## src/rtl/param_reg_file_pkg.sv

```systemverilog
// Shared FunSel encodings and the next-value function used by the register
// cells and by the optional read bypass (PARAM_REG_FILE_BYPASS_EN).
package param_reg_file_pkg;

    localparam logic [1:0] FS_DEC  = 2'b00;
    localparam logic [1:0] FS_INC  = 2'b01;
    localparam logic [1:0] FS_LOAD = 2'b10;
    localparam logic [1:0] FS_CLR  = 2'b11;

    // The function works on a fixed wide container; callers pass their real width.
    localparam int MAX_W = 64;

    typedef struct packed {
        logic [MAX_W-1:0] val;
        logic             wrap_up;
        logic             wrap_dn;
    } nv_t;

    function automatic nv_t next_val(input logic [MAX_W-1:0] cur,
                                     input logic [1:0]       funsel,
                                     input logic [MAX_W-1:0] din,
                                     input int               w);
        logic [MAX_W-1:0] mask;
        nv_t              r;
        mask      = (w >= MAX_W) ? '1 : ((MAX_W'(1) << w) - MAX_W'(1));
        r.val     = '0;
        r.wrap_up = 1'b0;
        r.wrap_dn = 1'b0;
        case (funsel)
            FS_DEC: begin
                r.val     = (cur - MAX_W'(1)) & mask;
                r.wrap_dn = ((cur & mask) == '0);
            end
            FS_INC: begin
                r.val     = (cur + MAX_W'(1)) & mask;
                r.wrap_up = ((cur & mask) == mask);
            end
            FS_LOAD: r.val = din & mask;
            default: r.val = '0;
        endcase
        return r;
    endfunction

endpackage

```

## src/rtl/param_reg_file_if.sv

```systemverilog
// Control/data bundle of the register file: write controls, read selects,
// read data and sticky flags.
interface param_reg_file_if #(
    parameter int WIDTH = 8,
    parameter int DEPTH = 8,
    parameter int SELW  = $clog2(DEPTH)
);
    logic [1:0]       FunSel;
    logic [DEPTH-1:0] RSel;
    logic [WIDTH-1:0] I;
    logic [SELW-1:0]  O1Sel;
    logic [SELW-1:0]  O2Sel;
    logic             FlagClr;
    logic [WIDTH-1:0] O1;
    logic [WIDTH-1:0] O2;
    logic [DEPTH-1:0] OvfFlags;
    logic [DEPTH-1:0] UdfFlags;

    modport master (
        output FunSel, RSel, I, O1Sel, O2Sel, FlagClr,
        input  O1, O2, OvfFlags, UdfFlags
    );

    modport slave (
        input  FunSel, RSel, I, O1Sel, O2Sel, FlagClr,
        output O1, O2, OvfFlags, UdfFlags
    );
endinterface

```

## src/rtl/param_reg_file_reg_cell.sv

```systemverilog
// One register of the file with its sticky overflow/underflow flags.
module reg_cell
    import param_reg_file_pkg::*;
#(
    parameter int WIDTH = 8
) (
    input  logic             Clock,
    input  logic             Reset,
    input  logic             sel,
    input  logic [1:0]       FunSel,
    input  logic [WIDTH-1:0] I,
    input  logic             FlagClr,
    output logic [WIDTH-1:0] q,
    output logic             ovf,
    output logic             udf
);
    nv_t  nv;
    logic unused_nv;

    assign nv        = next_val(MAX_W'(q), FunSel, MAX_W'(I), WIDTH);
    assign unused_nv = ^nv.val;

    // A wrap in the same cycle as FlagClr leaves its flag set.
    always_ff @(posedge Clock) begin
        if (!Reset) begin
            q   <= '0;
            ovf <= 1'b0;
            udf <= 1'b0;
        end else begin
            if (sel) q <= nv.val[WIDTH-1:0];
            ovf <= (ovf & ~FlagClr) | (sel & nv.wrap_up);
            udf <= (udf & ~FlagClr) | (sel & nv.wrap_dn);
        end
    end
endmodule

```

## src/rtl/param_reg_file.sv

```systemverilog
// Parametrised register file: DEPTH cells, multi-select writes, two read ports.
// Define PARAM_REG_FILE_BYPASS_EN to forward same-cycle writes to the read ports.
module param_reg_file
    import param_reg_file_pkg::*;
#(
    parameter int WIDTH = 8,
    parameter int DEPTH = 8,
    parameter int SELW  = $clog2(DEPTH)
) (
    input logic             Clock,
    input logic             Reset,
    param_reg_file_if.slave bus
);
    logic [DEPTH-1:0][WIDTH-1:0] regs;
    logic [DEPTH-1:0]            ovf;
    logic [DEPTH-1:0]            udf;
    logic [1:0][SELW-1:0]        rd_idx;
    logic [1:0][WIDTH-1:0]       rd_data;

    genvar k, p;
    generate
        for (k = 0; k < DEPTH; k++) begin : g_cell
            reg_cell #(.WIDTH(WIDTH)) u_cell (
                .Clock   (Clock),
                .Reset   (Reset),
                .sel     (bus.RSel[k]),
                .FunSel  (bus.FunSel),
                .I       (bus.I),
                .FlagClr (bus.FlagClr),
                .q       (regs[k]),
                .ovf     (ovf[k]),
                .udf     (udf[k])
            );
        end

        assign rd_idx = {bus.O2Sel, bus.O1Sel};

        for (p = 0; p < 2; p++) begin : g_rd
            logic             in_rng;
            logic [WIDTH-1:0] cur;
            assign in_rng = (32'(rd_idx[p]) < DEPTH);
            assign cur    = in_rng ? regs[rd_idx[p]] : '0;
`ifdef PARAM_REG_FILE_BYPASS_EN
            nv_t  nv;
            logic unused_nv;
            assign nv        = next_val(MAX_W'(cur), bus.FunSel, MAX_W'(bus.I), WIDTH);
            assign unused_nv = ^{nv.val, nv.wrap_up, nv.wrap_dn};
            // Forward only for a selected, existing register and never during reset.
            assign rd_data[p] = (Reset && in_rng && bus.RSel[rd_idx[p]]) ?
                                nv.val[WIDTH-1:0] : cur;
`else
            assign rd_data[p] = cur;
`endif
        end
    endgenerate

    assign bus.O1       = rd_data[0];
    assign bus.O2       = rd_data[1];
    assign bus.OvfFlags = ovf;
    assign bus.UdfFlags = udf;
endmodule

```

## src/flat_wrapper.sv

```systemverilog
// flat-port wrapper written by rule: the top's interface ports become plain ports
module param_reg_file_flat import param_reg_file_pkg::*;
#(
    parameter int WIDTH = 8,
    parameter int DEPTH = 8,
    parameter int SELW  = $clog2(DEPTH)
)
  (Clock, Reset, bus_FunSel, bus_RSel, bus_I, bus_O1Sel, bus_O2Sel, bus_FlagClr, bus_O1, bus_O2, bus_OvfFlags, bus_UdfFlags);
  param_reg_file_if #(.WIDTH(WIDTH), .DEPTH(DEPTH), .SELW(SELW)) bus_i ();
  input logic Clock;
  input logic Reset;
  input wire logic [$bits(bus_i.FunSel)-1:0] bus_FunSel;
  input wire logic [$bits(bus_i.RSel)-1:0] bus_RSel;
  input wire logic [$bits(bus_i.I)-1:0] bus_I;
  input wire logic [$bits(bus_i.O1Sel)-1:0] bus_O1Sel;
  input wire logic [$bits(bus_i.O2Sel)-1:0] bus_O2Sel;
  input wire logic [$bits(bus_i.FlagClr)-1:0] bus_FlagClr;
  output wire logic [$bits(bus_i.O1)-1:0] bus_O1;
  output wire logic [$bits(bus_i.O2)-1:0] bus_O2;
  output wire logic [$bits(bus_i.OvfFlags)-1:0] bus_OvfFlags;
  output wire logic [$bits(bus_i.UdfFlags)-1:0] bus_UdfFlags;
  assign bus_i.FunSel = bus_FunSel;
  assign bus_i.RSel = bus_RSel;
  assign bus_i.I = bus_I;
  assign bus_i.O1Sel = bus_O1Sel;
  assign bus_i.O2Sel = bus_O2Sel;
  assign bus_i.FlagClr = bus_FlagClr;
  assign bus_O1 = bus_i.O1;
  assign bus_O2 = bus_i.O2;
  assign bus_OvfFlags = bus_i.OvfFlags;
  assign bus_UdfFlags = bus_i.UdfFlags;
  param_reg_file #(.WIDTH(WIDTH), .DEPTH(DEPTH), .SELW(SELW)) u_core (.Clock(Clock), .Reset(Reset), .bus(bus_i));
endmodule
```

## config.mk

```make
export PLATFORM = sky130hd
export DESIGN_NAME = param_reg_file_flat
export DESIGN_NICKNAME = d
export VERILOG_FILES = /design/src/rtl/param_reg_file_pkg.sv /design/src/rtl/param_reg_file_if.sv /design/src/rtl/param_reg_file_reg_cell.sv /design/src/rtl/param_reg_file.sv /design/src/flat_wrapper.sv
export SDC_FILE = /design/constraint.sdc
export NUM_CORES = 1
export LEC_CHECK = 0
export ABC_AREA = 1
export CAP_MARGIN = 25
export CORE_MARGIN = 10
export CORE_UTILIZATION = 37
export CTS_BUF_LIST = sky130_fd_sc_hd__clkbuf_16
export DETAILED_ROUTE_END_ITERATION = 12
export PLACE_DENSITY_LB_ADDON = 0.3
export SYNTH_ARGS = -nofsm -noshare
export SYNTH_HDL_FRONTEND = slang
export SYNTH_SLANG_ARGS = --single-unit
```

## constraint.sdc

```tcl
create_clock -name Clock -period 2.3 [get_ports Clock]
set_input_delay 0.46 -clock Clock [delete_from_list [all_inputs] [get_ports Clock]]
set_output_delay 0.46 -clock Clock [all_outputs]
set_load 0.005 [all_outputs]
```

# Word level (Yosys, flattened, before mapping)
# Index checks and enable logic that the tools add are counted.
totals:
  reg_bits: 80
  wordCells: 138
  out_inout_bits: 32
  input_bits: 27
op_classes:
  n_addsub: 16
  eq_ne: 10
  magnitude_cmp: 2
  mux: 28
  n_reduce_logical: 9
  bitwise_logic: 49
op_table:
  columns: ["cell", "count"]
  rows:
  - ["zero test 64 bit", 8]
  - ["case mux 8 bit (3 select lines)", 8]
  - ["adder 8 x 1 -> 8 bit (second input constant)", 8]
  - ["== test 8 bit (second input constant)", 8]
  - ["subtractor 8 x 1 -> 8 bit (second input constant)", 8]
  - ["binary-select mux 8 bit (select 3 bit)", 2]
  - ["bitwise AND 1 bit", 32]
  - ["2-to-1 mux 1 bit", 16]
  - ["2-to-1 mux 8 bit", 2]
  - ["OR 1 bit", 16]
  - ["less-than comparator 3 x 4 -> 1 bit (second input constant)", 2]
  - ["== test 2 x 1 -> 1 bit (second input constant)", 1]
  - ["== test 2 bit (second input constant)", 1]
  - ["zero test 2 bit", 1]
  - ["NOT 1 bit", 1]

# Longest topological paths before layout
# Gate-level depths: netlist (run 1).
logic_depth:
  word_depth: 4
  mapped_depth: 12

# By module
# From an unflattened synthesis (run 1), not the netlist that was laid out.
hier_totals:
  cells_unflattened: 1386
  hier_area_um2: 8199.1
modules_own_cells:
  columns: ["mod", "area_each_um2", "cells_each", "instances", "seq_area_each_um2"]
  rows:
  - ["reg_cell (u_core.g_cell[1].u_cell ...)", 827.0, 127, 7, 200.2]
  - ["param_reg_file", 1567.8, 364, 1, 0.0]
  - ["reg_cell (u_core.g_cell[0].u_cell)", 842.1, 133, 1, 200.2]

# Worst setup path before layout (run 1)
# OpenSTA, ideal clock, no wires.
synth_path:
  kind: "input to register"
  from: "input port bus_FunSel[0]"
  to: "register u_core.g_cell[0].u_cell.q[6]"
  t_arrival_ns: 2.167
  stages: 12
  setup_slack_ns: 0.063
  n_path_buf: 1
  required_ns: 2.230
  cell_sequence: "buf_4 > nand2_4 > inv_4 > fa_1 > inv_1 > nand3_1 > nand2_1 > nand3_1 > nand2_1 > nor2_1 > nand3b_1 > a21oi_1"
synth_via:
  elab_chain_len: 2
  word_cells_on_any_way: 4
  cone_classes: "eq/ne (2); mux (1); reduce/logical (1)"
synth_rtl:
  columns: ["element", "line_no", "rtl"]
  rows:
  - ["start, declared", "flat_wrapper.sv:12", "input wire logic [$bits(bus_i.FunSel)-1:0] bus_FunSel;"]
  - ["== test 2 bit, or another cell as far along", "param_reg_file_pkg.sv:29", "case (funsel)"]
  - ["case mux 8 bit (3 select lines) *", "param_reg_file_pkg.sv:29", null]
  - ["end signal, assigned", "param_reg_file_reg_cell.sv:30", "if (sel) q <= nv.val[WIDTH-1:0];"]
  - ["end, declared", "param_reg_file_reg_cell.sv:13", "output logic [WIDTH-1:0] q,"]
# Every way passes the cells marked *; elsewhere a longest branch is shown, timed or not.
# A chain may end at the register's enable or synchronous reset.

# Final worst setup path (run 1)
layout_path:
  from: "input port bus_O1Sel[2]"
  to: "output port bus_O1[0]"
layout_via:
  elab_chain_len: 2
layout_rtl:
  columns: ["element", "line_no", "rtl"]
  rows:
  - ["start, declared", "flat_wrapper.sv:15", "input wire logic [$bits(bus_i.O1Sel)-1:0] bus_O1Sel;"]
  - ["binary-select mux 8 bit (select 3 bit)", "param_reg_file.sv:42", "assign cur = in_rng ? regs[rd_idx[p]] : '0;"]
  - ["2-to-1 mux 8 bit (implied by the code)", "param_reg_file.sv:42", null]
  - ["end, declared", "flat_wrapper.sv:18", "output wire logic [$bits(bus_i.O1)-1:0] bus_O1;"]
# No other way between the ends. The select of a mux whose other input is x is not followed.

==> impl_metrics.yaml, run 1 <==
outcome:
  outcome: "complete, but fails checks"
  violations: "negative setup slack"
critical_path:
  cpPeakStageDelay_ns: 0.59
  cpMaxStageDelayCell: "sky130_fd_sc_hd__clkdlybuf4s50_1"
  timing_worst_setup_path_type: "primary input to output pin"
  critPathArrivalTime_ns: 1.85
  required_ns: 1.84
  cp-start-kind: "primary input"
  element_type_at_the_critical_path_end: "output pin"
  path_cells: "clkdlybuf4s50_1 -> inv_2 -> a221oi_1 -> a31oi_1 -> dlygate4sd2_1"
  crit-reg2reg-launch: "u_core.g_cell[0].u_cell.q[0]$_SDFFE_PN0P_"
  reg2reg_to: "u_core.g_cell[0].u_cell.q[6]$_SDFFE_PN0P_"
  r2r_worst_path_depth: 10
  worstPathMaxFanout: 11
  setup_slack_on_the_worst_flop_to_flop_path_ns: 0.42
cts:
  ctsLongestPathBuffers: 2
  cts_inserted_buffers: 9
  cts-root-buf: "sky130_fd_sc_hd__clkbuf_16"
  worst_setup_hold_path_clk_slew_ns: 0.06
  tritoncts: "yes"
  clock_insertion_delay_worst_skew_ns: 0.35
  clock_sink_count: 80
  holdBufCountCts: 0
  htreeDepth: 3
synthesis:
  synth.ff_latch_count: 80
  count_of_flip_flops_with_a_built_in_enable_after_synthesis: 0
  synth.cell_area_um2: 6854
  syn-num-nets: 1160
  synth-seq-area-share_pct: 23.37
  synthArstFlopShare_pct: 0
  combinational_family_with_the_most_area_after_synthesis: "compound AO/OA/AOI/OAI gates"
  synthMuxAreaShare_pct: 0
  post_synth_inst_count: 1077
  post-synth-top-area-fraction_pct: 23.37
  post_synth_main_area_contributors: "sky130_fd_sc_hd__dfxtp_1, sky130_fd_sc_hd__nand2_1, sky130_fd_sc_hd__a21oi_1, sky130_fd_sc_hd__o21ai_0, sky130_fd_sc_hd__ha_1"
  synthesized_area_fraction_occupied_by_ao_oa_aoi_and_oai_cells_pct: 27.22
  warnings_synthesis: 0
  synthAdderAreaFrac_pct: 11.10
  synth_simple_gate_area_share_pct: 26.25
  yosys.cell_types.count: 33
  yosysTopAreaCell: "sky130_fd_sc_hd__dfxtp_1"
  synth_flop_cell: "sky130_fd_sc_hd__dfxtp_1"
  syn-mean-instance-area_um2: 6.364
  yosys.area_share.xor_xnor_pct: 0.6389
routing:
  routed-via-count: 8119
  drc: 0
  wl_per_cell_um: 17.73
  ant_nets: 0
  routed_wirelength_mm: 25.83
  via_per_inst: 5.572
  drt_iter0_drc: 788
  first_pass_iters: 6
global_route:
  grt_remaining_overflow: 0
  grt_pass1_vias: 7517
  first_pass_grt_wire_length_mm: 40.51
  grt_max_degree: 47
  grt_usage_pct: 20.74
  antenna_found_initial: 0
finish:
  final_core_utilization_pct: 49.55
  post_route_cells_drive_above_1_share_pct: 15.23
  final_net_count: 1307
  area_delta_synth_final_pct: 30.76
  final-instance-count-excl-fill: 1457
  antenna-diode-count: 0
  final_cell_area_um2: 8962
timing:
  slew_at_the_pin_closest_to_its_max_slew_limit_ns: 0.9100
  setup_total_negative_slack_ns: -0.006398
  final.period_utilization_pct: 100.3
  clock_skews_ns: 0.007554
  report.final.slew_viol_count: 0
  timing.final.setup_violations: 1
  worst_setup_slack_final_ns: -0.006398
  relSlewSlack_pct: 39.24
  clock.fmax_ghz: 0.4336
  fin_hold_ws_ns: 0.4619
  period_needed_ns: 2.306
  finalHoldViolations: 0
placement:
  post-place-cells: 1435
  place_area_um2: 8538
  routabilityCongestion: 0.9856
  dp.final_hpwl_mm: 18.65
  io_buffer_count: 58
  detailedPlace.worstSlack_ns: -0.6063
hold_path:
  min_from: "u_core.g_cell[5].u_cell.udf$_SDFF_PN0_"
  min_path_cells: 2
  min_path_type: "flip-flop to flip-flop"
  timing.hold.worst_endpoint: "u_core.g_cell[5].u_cell.udf$_SDFF_PN0_"
floorplan:
  floorplan.rows: 49
  die-area_um2: 24370
  floorplan.core_area_um2: 18090
  floorplan.die.width_um: 156.1
  starting_density_of_the_core_pct: 37.90
  ioPinCount: 59
  die_y_um: 156.1
pwr:
  vdd_drop_max_mv: 0.3527
  p_per_area_nw_per_um2: 554.6
  leakage_nw: 4.182
  total_power_mw: 4.970
run:
  max-cap-violations: 0
## cell usage in the layout, fill, tap and decap left out, types with 19 or more instances in the layout
master                              n
sky130_fd_sc_hd__ha_1              46
sky130_fd_sc_hd__dfxtp_1           79
sky130_fd_sc_hd__inv_1            121
sky130_fd_sc_hd__nor2_1            45
sky130_fd_sc_hd__clkdlybuf4s50_1   35
sky130_fd_sc_hd__nand3_1           60
sky130_fd_sc_hd__a31oi_1           32
sky130_fd_sc_hd__nand2_1          225
sky130_fd_sc_hd__nand4_1           29
sky130_fd_sc_hd__buf_4            119
sky130_fd_sc_hd__o21ai_0          119
sky130_fd_sc_hd__a21oi_1          157
sky130_fd_sc_hd__nor4_1            22
sky130_fd_sc_hd__a221oi_1          19
## state kept, by name, indices dropped and copies added (netlist names)
register                  flops
u_core.g_cell.u_cell.udf      8
u_core.g_cell.u_cell.ovf      8
u_core.g_cell.u_cell.q       64
## cell type report
type	instances	area, um2
Multi-Input combinational cell	810	4532
Clock inverter	6	53.80
Inverter	127	484.2
Sequential cell	80	1603
Clock buffer	9	225.2
Tap cell	229	286.5
Timing Repair Buffer	196	1778
Fill cell	1797	9124
## worst max path at each step
stage | cells after the start | startpoint | endpoint | slack, ns
final | 5 | bus_O1Sel[2] | bus_O1[0] | -0.006
after global routing | 9 | bus_O1Sel[0] | bus_O1[2] | -0.004
after CTS | 8 | bus_O2Sel[0] | bus_O2[5] | -0.0002
after detailed placement | 7 | bus_O1Sel[1] | bus_O1[1] | -0.61
after global placement | 9 | bus_O1Sel[1] | bus_O1[2] | -0.64
after floorplan | 12 | bus_FunSel[0] | u_core.g_cell[0].u_cell.q[6]$_SDFFE_PN0P_ | 0.06
## routing by layer
layer  up-vias  wire length [um]  track usage, %
met5         -                 0               0
met4         0               640           7.371
met3        42              1936           3.612
met2       310             11520           32.70
met1      3748             11730           27.79
li1       4019                 -               -
## worst max-delay path, delay by kind of cell
kind                   cells  cell delay, ns
buffers and inverters      3            1.05
AOI/OAI and AO/OA          2            0.34
## power by group
group / switching, mW / internal [mW]
Sequential: 0.138 / 1.48
Combinational: 1.04 / 0.857
Clock: 0.625 / 0.823
## kinds of logic after synthesis
| kind of cell | count (synthesis) |
|---|---|
| AO/OA/AOI/OAI | 344 |
| adder cells (fa/ha/maj) | 56 |
| XOR/XNOR | 5 |
| buffers and inverters | 187 |
| flip-flops | 80 |
| AND/OR/NAND/NOR | 405 |
## synth_stat cells, types with 3 or more instances
cell,number
sky130_fd_sc_hd__fa_1,8
sky130_fd_sc_hd__clkbuf_1,33
sky130_fd_sc_hd__a31oi_1,35
sky130_fd_sc_hd__ha_1,48
sky130_fd_sc_hd__nand3_1,60
sky130_fd_sc_hd__nor4_1,22
sky130_fd_sc_hd__nor2_1,45
sky130_fd_sc_hd__nand4_1,29
sky130_fd_sc_hd__o21ai_0,122
sky130_fd_sc_hd__a21o_1,3
sky130_fd_sc_hd__a21oi_1,157
sky130_fd_sc_hd__dfxtp_1,80
sky130_fd_sc_hd__clkinv_1,3
sky130_fd_sc_hd__o21a_1,3
sky130_fd_sc_hd__nand3b_1,5
sky130_fd_sc_hd__xor2_1,4
sky130_fd_sc_hd__a221oi_1,20
sky130_fd_sc_hd__o21bai_1,4
sky130_fd_sc_hd__inv_1,121
sky130_fd_sc_hd__or3_1,4
sky130_fd_sc_hd__nand2_1,225
sky130_fd_sc_hd__buf_4,19
sky130_fd_sc_hd__or2_2,10
sky130_fd_sc_hd__buf_2,4
## repair_timing
item                                    CTS  global route
gates resized for setup                  41            27
endpoints found under the setup margin   16            37
gates cloned                              1             3
pin swaps                                 4             0
buffers inserted                          3             0
endpoints found under the hold margin     0             0
(Power assumes the default switching activity.)
==> run 2: changes to the inputs <==
ABC_AREA = unset   (was 1)
==> run 2 against run 1 <==
The flow now finishes without violations. Final area rose by 6.0%. Count of clock-buffer cells in the layout unchanged. Register-to-register slack lost 0.24 ns. Fmax increased by 1.7%. Synthesized area grew 3.5%. Wire length is 0.63% higher. Die area up 3.1%. Largest power group unchanged. Clock skew is essentially flat. Largest cell class unchanged.
==> impl_metrics.yaml, run 2 <==
floorplan:
  floorplan.die.width_um: 158.5
  floorplan.rows: 50
  floorplan.core_area_um2: 18770
  starting_density_of_the_core_pct: 37.80
  die_y_um: 158.5
  ioPinCount: 59
  die-area_um2: 25110
cts:
  clock_insertion_delay_worst_skew_ns: 0.36
  post_cts.repair.setup_buffers: 0
  holdBufCountCts: 0
  worst_setup_hold_path_clk_slew_ns: 0.07
  ctsLongestPathBuffers: 2
  clock_sink_count: 80
  tritoncts: "yes"
  cts_inserted_buffers: 9
  cts-root-buf: "sky130_fd_sc_hd__clkbuf_16"
  htreeDepth: 3
global_route:
  antenna_found_initial: 0
  grt_remaining_overflow: 0
  grt_usage_pct: 20.77
  first_pass_grt_wire_length_mm: 40.33
  grt_pass1_vias: 7012
  grt_max_degree: 51
synthesis:
  synth-seq-area-share_pct: 22.57
  combinational_family_with_the_most_area_after_synthesis: "compound AO/OA/AOI/OAI gates"
  yosysMostFrequentCell: "sky130_fd_sc_hd__dfxtp_1"
  syn-num-nets: 923
  post-synth-top-area-fraction_pct: 22.57
  warnings_synthesis: 0
  yosys.cell_types.count: 62
  synth_flop_cell: "sky130_fd_sc_hd__dfxtp_1"
  count_of_flip_flops_with_a_built_in_enable_after_synthesis: 0
  yosysTopAreaCell: "sky130_fd_sc_hd__dfxtp_1"
  yosys.area_share.xor_xnor_pct: 1.852
  synthArstFlopShare_pct: 0
  synth.cell_area_um2: 7094
  synth.ff_latch_count: 80
  post_synth_main_area_contributors: "sky130_fd_sc_hd__dfxtp_1, sky130_fd_sc_hd__mux4_2, sky130_fd_sc_hd__ha_1, sky130_fd_sc_hd__o21ai_0, sky130_fd_sc_hd__a21oi_1"
  synthMuxAreaShare_pct: 16.14
  synth_simple_gate_area_share_pct: 17.32
  synthesized_area_fraction_occupied_by_ao_oa_aoi_and_oai_cells_pct: 24.13
  post_synth_inst_count: 840
  synth.top_cells.by_count: "sky130_fd_sc_hd__dfxtp_1, sky130_fd_sc_hd__o21ai_0, sky130_fd_sc_hd__a21oi_1, sky130_fd_sc_hd__nor2_1, sky130_fd_sc_hd__ha_1"
  synthAdderAreaFrac_pct: 10.72
  syn-mean-instance-area_um2: 8.446
placement:
  post-place-cells: 1221
  dp.final_hpwl_mm: 18.84
  routabilityCongestion: 0.9404
  detailedPlace.worstSlack_ns: -0.6187
  io_buffer_count: 58
critical_path:
  worstPathMaxFanout: 4
  worst-path-stages: 6
  cpPeakStageDelay_ns: 0.28
  critPathArrivalTime_ns: 1.81
  cp.buffers_inverters: 4
  critical_path.most_common_cell: "sky130_fd_sc_hd__buf_4"
  cpMaxStageDelayCell: "sky130_fd_sc_hd__mux2_2"
  r2r_worst_path_depth: 8
  crit-reg2reg-launch: "u_core.g_cell[7].u_cell.q[0]$_SDFFE_PN0P_"
  timing_worst_setup_path_type: "primary input to output pin"
  cp-start-kind: "primary input"
  required_ns: 1.84
  element_type_at_the_critical_path_end: "output pin"
  path_cells: "buf_4 -> bufbuf_16 -> buf_4 -> mux4_2 -> mux2_2 -> dlygate4sd2_1"
  timing.critical_path.max_delay_family: "buffers and inverters"
  worst_setup_path_start: "bus_O1Sel[1]"
routing:
  wl_per_cell_um: 20.94
  routed_wirelength_mm: 25.99
  drc: 0
  ant_nets: 0
  first_pass_iters: 5
  drt_iter0_drc: 860
  routed-via-count: 7532
  via_per_inst: 6.069
timing:
  finalHoldViolations: 0
  fin_hold_ws_ns: 0.4660
  clock.fmax_ghz: 0.4407
  timing.final.setup_violations: 0
  report.final.slew_viol_count: 0
  worst_setup_slack_final_ns: 0.03110
  slew_at_the_pin_closest_to_its_max_slew_limit_ns: 0.6550
  relSlewSlack_pct: 56.20
  period_needed_ns: 2.269
  unrepaired_setup_endpoints_after_global_routing: "false"
  clock_skews_ns: 0.007646
  final.period_utilization_pct: 98.65
finish:
  final_common_cell: "sky130_fd_sc_hd__buf_4"
  largest_register_ffs: 64
  final-instance-count-excl-fill: 1241
  final_net_count: 1085
  final_core_utilization_pct: 50.64
  largest_register: "u_core.g_cell.u_cell.q"
  area_delta_synth_final_pct: 33.97
  post_route_cells_drive_above_1_share_pct: 26.61
  antenna-diode-count: 0
  num-fill-cells: 1776
  largest_regs: "u_core.g_cell.u_cell.q x64, u_core.g_cell.u_cell.ovf x8, u_core.g_cell.u_cell.udf x8"
  layout.cells.most_common_list: "sky130_fd_sc_hd__buf_4, sky130_fd_sc_hd__dfxtp_1, sky130_fd_sc_hd__o21ai_0, sky130_fd_sc_hd__a21oi_1, sky130_fd_sc_hd__nor2_1"
hold_path:
  min_from: "u_core.g_cell[0].u_cell.udf$_SDFF_PN0_"
  min_path_cells: 2
  min_path_type: "flip-flop to flip-flop"
run:
  max-cap-violations: 0
pwr:
  total_power_mw: 5.636
  p_per_area_nw_per_um2: 593.0
  leakage_nw: 3.894
  vdd_drop_max_mv: 0.3758
outcome:
  outcome: "finished clean"
[run 2: cell count changes after synthesis, sizes merged, moves of 18 or more]
cell / before / now
a221oi: 20 / 2
a21oi: 157 / 71
inv: 124 / 34
o22ai: 0 / 19
mux2: 0 / 24
nand3: 60 / 22
mux4: 0 / 32
nand2: 226 / 35
buf: 25 / 43
nor3: 0 / 19
o21ai: 122 / 75
a31oi: 35 / 15
[run 2: layout make-up]
class	count	area [um2]	area share, %
flip-flops and latches	80	1607	16.90
clock buffers	9	225.2	2.370
repair buffers	228	2093	22.02
well taps	234	292.8	3.081
clock inverters	7	120.1	1.264
inverters	34	127.6	1.343
multi-input cells	649	5039	53.01
[run 2: kinds of logic after synthesis]
kind of cell,count (synthesis)
AOI/OAI and AO/OA,270
xor gates and xnor gates,15
adders and majority gates,56
buffers and inverters,111
DFF,80
muxes,71
and+or+nand+nor,237
[run 2: routing by layer]
layer  wire length [um]  vias up  GRT usage, %
met5                  0        -             0
met4                552        0         4.764
met3               2922       41         7.016
met2              10910      357         30.37
met1              11600     3629         28.74
li1                   -     3505             -
[run 2: metrics by stage]
| stage | TNS, ns | area, um2 |
|---|---|---|
| 6_report | 0 | 9504 |
| 3_3_place_gp | -23.85 | 9027 |
| 2_1_floorplan | -0.004442 | 7119 |
| 4_1_cts | 0 | 9504 |
| 5_1_grt | 0 | 9504 |
| 3_5_place_dp | -25.53 | 9027 |
[run 2: final timing paths]
path | to | slack (ns)
setup / recovery | bus_O1[2] | 0.03
setup reg to reg | u_core.g_cell[7].u_cell.q[6]$_SDFFE_PN0P_ | 0.18
hold / removal | u_core.g_cell[0].u_cell.udf$_SDFF_PN0_ | 0.47
hold reg to reg | u_core.g_cell[0].u_cell.udf$_SDFF_PN0_ | 0.47
[run 2: power by group]
group | switching, mW | internal [mW]
sequential | 0.207 | 1.51
combinational | 1.05 | 1.16
clock | 0.642 | 1.06
[run 2: tightest hold or removal path, stage by stage (launching register included)]
cell	delay (ns)
sky130_fd_sc_hd__dfxtp_1	0.31
sky130_fd_sc_hd__nand2b_1	0.06
sky130_fd_sc_hd__a21oi_1	0.05
[run 2: what timing repair did]
item,in CTS,in global routing
gates resized for setup,64,10
gates cloned,4,0
setup endpoints to repair,35,10
==> run 3: changes to the inputs <==
SKIP_CTS_REPAIR_TIMING = 1   (was unset)
SLEW_MARGIN = 30   (was unset)
==> run 3 against run 2 <==
Final area grew 0.71%. Worst hold slack worse by 0.00056 ns. Clock skew fell by 0.00062 ns. Sequential power about the same. Global-route usage decreased by 0.46 points. First-iteration DRC count is 0.70% higher. Core utilization rose by 0.36 points. Worst setup slack better by 0.020 ns. Largest cell class unchanged.
==> impl_metrics.yaml, run 3 (synthesis gave the netlist of run 2 again) <==
critical_path:
  element_type_at_the_critical_path_end: "output pin"
  crit-reg2reg-launch: "u_core.g_cell[7].u_cell.q[0]$_SDFFE_PN0P_"
  setup_slack_on_the_worst_flop_to_flop_path_ns: 0.19
  critPathArrivalTime_ns: 1.79
  required_ns: 1.84
  r2r_worst_path_depth: 8
  worst_setup_path_start: "bus_O2Sel[1]"
  endpoint: "bus_O2[6]"
  timing_worst_setup_path_type: "primary input to output pin"
  reg2reg_to: "u_core.g_cell[7].u_cell.q[6]$_SDFFE_PN0P_"
  cp-start-kind: "primary input"
  worstPathMaxFanout: 5
placement:
  place_area_um2: 9027
  routabilityCongestion: 0.9404
  dp.final_hpwl_mm: 18.84
  post-place-cells: 1221
  io_buffer_count: 58
floorplan:
  ioPinCount: 59
  starting_density_of_the_core_pct: 37.80
  floorplan.die.width_um: 158.5
  die-area_um2: 25110
  die_y_um: 158.5
  floorplan.core_area_um2: 18770
  floorplan.rows: 50
routing:
  drt_iter0_drc: 866
  routed-via-count: 7610
  routed_wirelength_mm: 26.13
  ant_nets: 0
  via_per_inst: 6.117
  first_pass_iters: 6
  drc: 0
  wl_per_cell_um: 21.01
cts:
  htreeDepth: 3
  cts_inserted_buffers: 9
  clock_sink_count: 80
  cts-root-buf: "sky130_fd_sc_hd__clkbuf_16"
  clock_insertion_delay_worst_skew_ns: 0.36
  tritoncts: "yes"
  worst_setup_hold_path_clk_slew_ns: 0.06
  ctsLongestPathBuffers: 2
finish:
  num-fill-cells: 1777
  area_delta_synth_final_pct: 34.92
  final_net_count: 1088
  layout.cells.most_common_list: "sky130_fd_sc_hd__buf_4, sky130_fd_sc_hd__o21ai_0, sky130_fd_sc_hd__dfxtp_1, sky130_fd_sc_hd__a21oi_1, sky130_fd_sc_hd__nor2_1"
  storage_cell_area_um2: 1614
  post_route_cells_drive_above_1_share_pct: 26.93
  final-instance-count-excl-fill: 1244
  largest_register: "u_core.g_cell.u_cell.q"
  antenna-diode-count: 0
  final_cell_area_um2: 9572
  final_common_cell: "sky130_fd_sc_hd__buf_4"
  multi_input_area_um2: 5024
  largest_register_ffs: 64
  largest_regs: "u_core.g_cell.u_cell.q x64, u_core.g_cell.u_cell.ovf x8, u_core.g_cell.u_cell.udf x8"
timing:
  period_needed_ns: 2.249
  finalHoldViolations: 0
  timing.final.setup_violations: 0
  report.final.slew_viol_count: 0
  relSlewSlack_pct: 57.13
  clock_skews_ns: 0.007029
  unrepaired_setup_endpoints_after_global_routing: "false"
  slew_at_the_pin_closest_to_its_max_slew_limit_ns: 0.6410
  clock.fmax_ghz: 0.4447
  setup_total_negative_slack_ns: 0
  final.period_utilization_pct: 97.76
pwr:
  leakage_nw: 4.109
  p_per_area_nw_per_um2: 590.0
  vdd_drop_max_mv: 0.3923
global_route:
  grt_max_degree: 51
  grt_usage_pct: 20.31
  grt_remaining_overflow: 0
  first_pass_grt_wire_length_mm: 39.50
  grt_pass1_vias: 6906
  antenna_found_initial: 0
outcome:
  outcome: "finished clean"
run:
  max-cap-violations: 0
hold_path:
  min_path_type: "flip-flop to flip-flop"
## run 3: changes by cell type in the layout (fill, tap and decap cells not counted), moves of 2 or more
cell | previous run | this run
sky130_fd_sc_hd__mux2_2 | 15 | 20
sky130_fd_sc_hd__dlygate4sd2_1 | 4 | 0
sky130_fd_sc_hd__dfxtp_1 | 76 | 70
sky130_fd_sc_hd__buf_16 | 3 | 0
sky130_fd_sc_hd__clkbuf_4 | 0 | 2
sky130_fd_sc_hd__dfxtp_2 | 4 | 10
sky130_fd_sc_hd__clkbuf_2 | 3 | 0
sky130_fd_sc_hd__dlymetal6s2s_1 | 0 | 17
sky130_fd_sc_hd__clkbuf_16 | 9 | 13
sky130_fd_sc_hd__mux2_4 | 9 | 4
sky130_fd_sc_hd__clkdlybuf4s15_1 | 9 | 0
## run 3: per-layer routing
layer,wire length [um],track usage (%)
met4,539,3.617
met3,2649,5.693
met5,0,0
met1,11910,28.71
met2,11040,30.29
## run 3: final cells by class
type,instances,area share [%]
well taps,234,3.059
clock buffers,9,2.353
repair buffers,231,22.65
inverters,34,1.333
multi-input cells,649,52.48
clock inverters,7,1.255
flip-flops and latches,80,16.86
## run 3: how the worst min path moves through the flow
stage                                                      start                                      to  cells after the start
after detailed placement  u_core.g_cell[7].u_cell.udf$_SDFF_PN0_  u_core.g_cell[7].u_cell.udf$_SDFF_PN0_                      2
after floorplan           u_core.g_cell[7].u_cell.udf$_SDFF_PN0_  u_core.g_cell[7].u_cell.udf$_SDFF_PN0_                      2
final                     u_core.g_cell[0].u_cell.udf$_SDFF_PN0_  u_core.g_cell[0].u_cell.udf$_SDFF_PN0_                      2
after global placement    u_core.g_cell[0].u_cell.udf$_SDFF_PN0_  u_core.g_cell[0].u_cell.udf$_SDFF_PN0_                      2
after global routing      u_core.g_cell[7].u_cell.udf$_SDFF_PN0_  u_core.g_cell[7].u_cell.udf$_SDFF_PN0_                      2
after CTS                 u_core.g_cell[0].u_cell.ovf$_SDFF_PN0_  u_core.g_cell[0].u_cell.ovf$_SDFF_PN0_                      2
## run 3: power by group
| group | switching, mW | total (mW) | internal [mW] |
|---|---|---|---|
| sequential | 0.209 | 1.72 | 1.51 |
| combinational | 1.05 | 2.22 | 1.17 |
| clock | 0.641 | 1.70 | 1.06 |
## run 3: stage by stage
stage               power, mW  hold WS, ns  utilization, %  setup WS [ns]
finish                  5.648       0.4654           51.00        0.05141
global route            5.935       0.4863           51.00        0.03026
CTS                     5.588       0.4695           49.94        -0.6231
detailed placement      3.877       0.4538           48.10        -0.6187
global placement        3.846       0.4539           48.10        -0.5763
floorplan               2.961       0.4413               -      -0.004442
## run 3: critical path: stages
cell and delay [ns]:
sky130_fd_sc_hd__buf_4 0.12, sky130_fd_sc_hd__clkbuf_16 0.14, sky130_fd_sc_hd__buf_4 0.10, sky130_fd_sc_hd__mux4_2 0.49, sky130_fd_sc_hd__mux2_4 0.31, sky130_fd_sc_hd__dlymetal6s2s_1 0.16
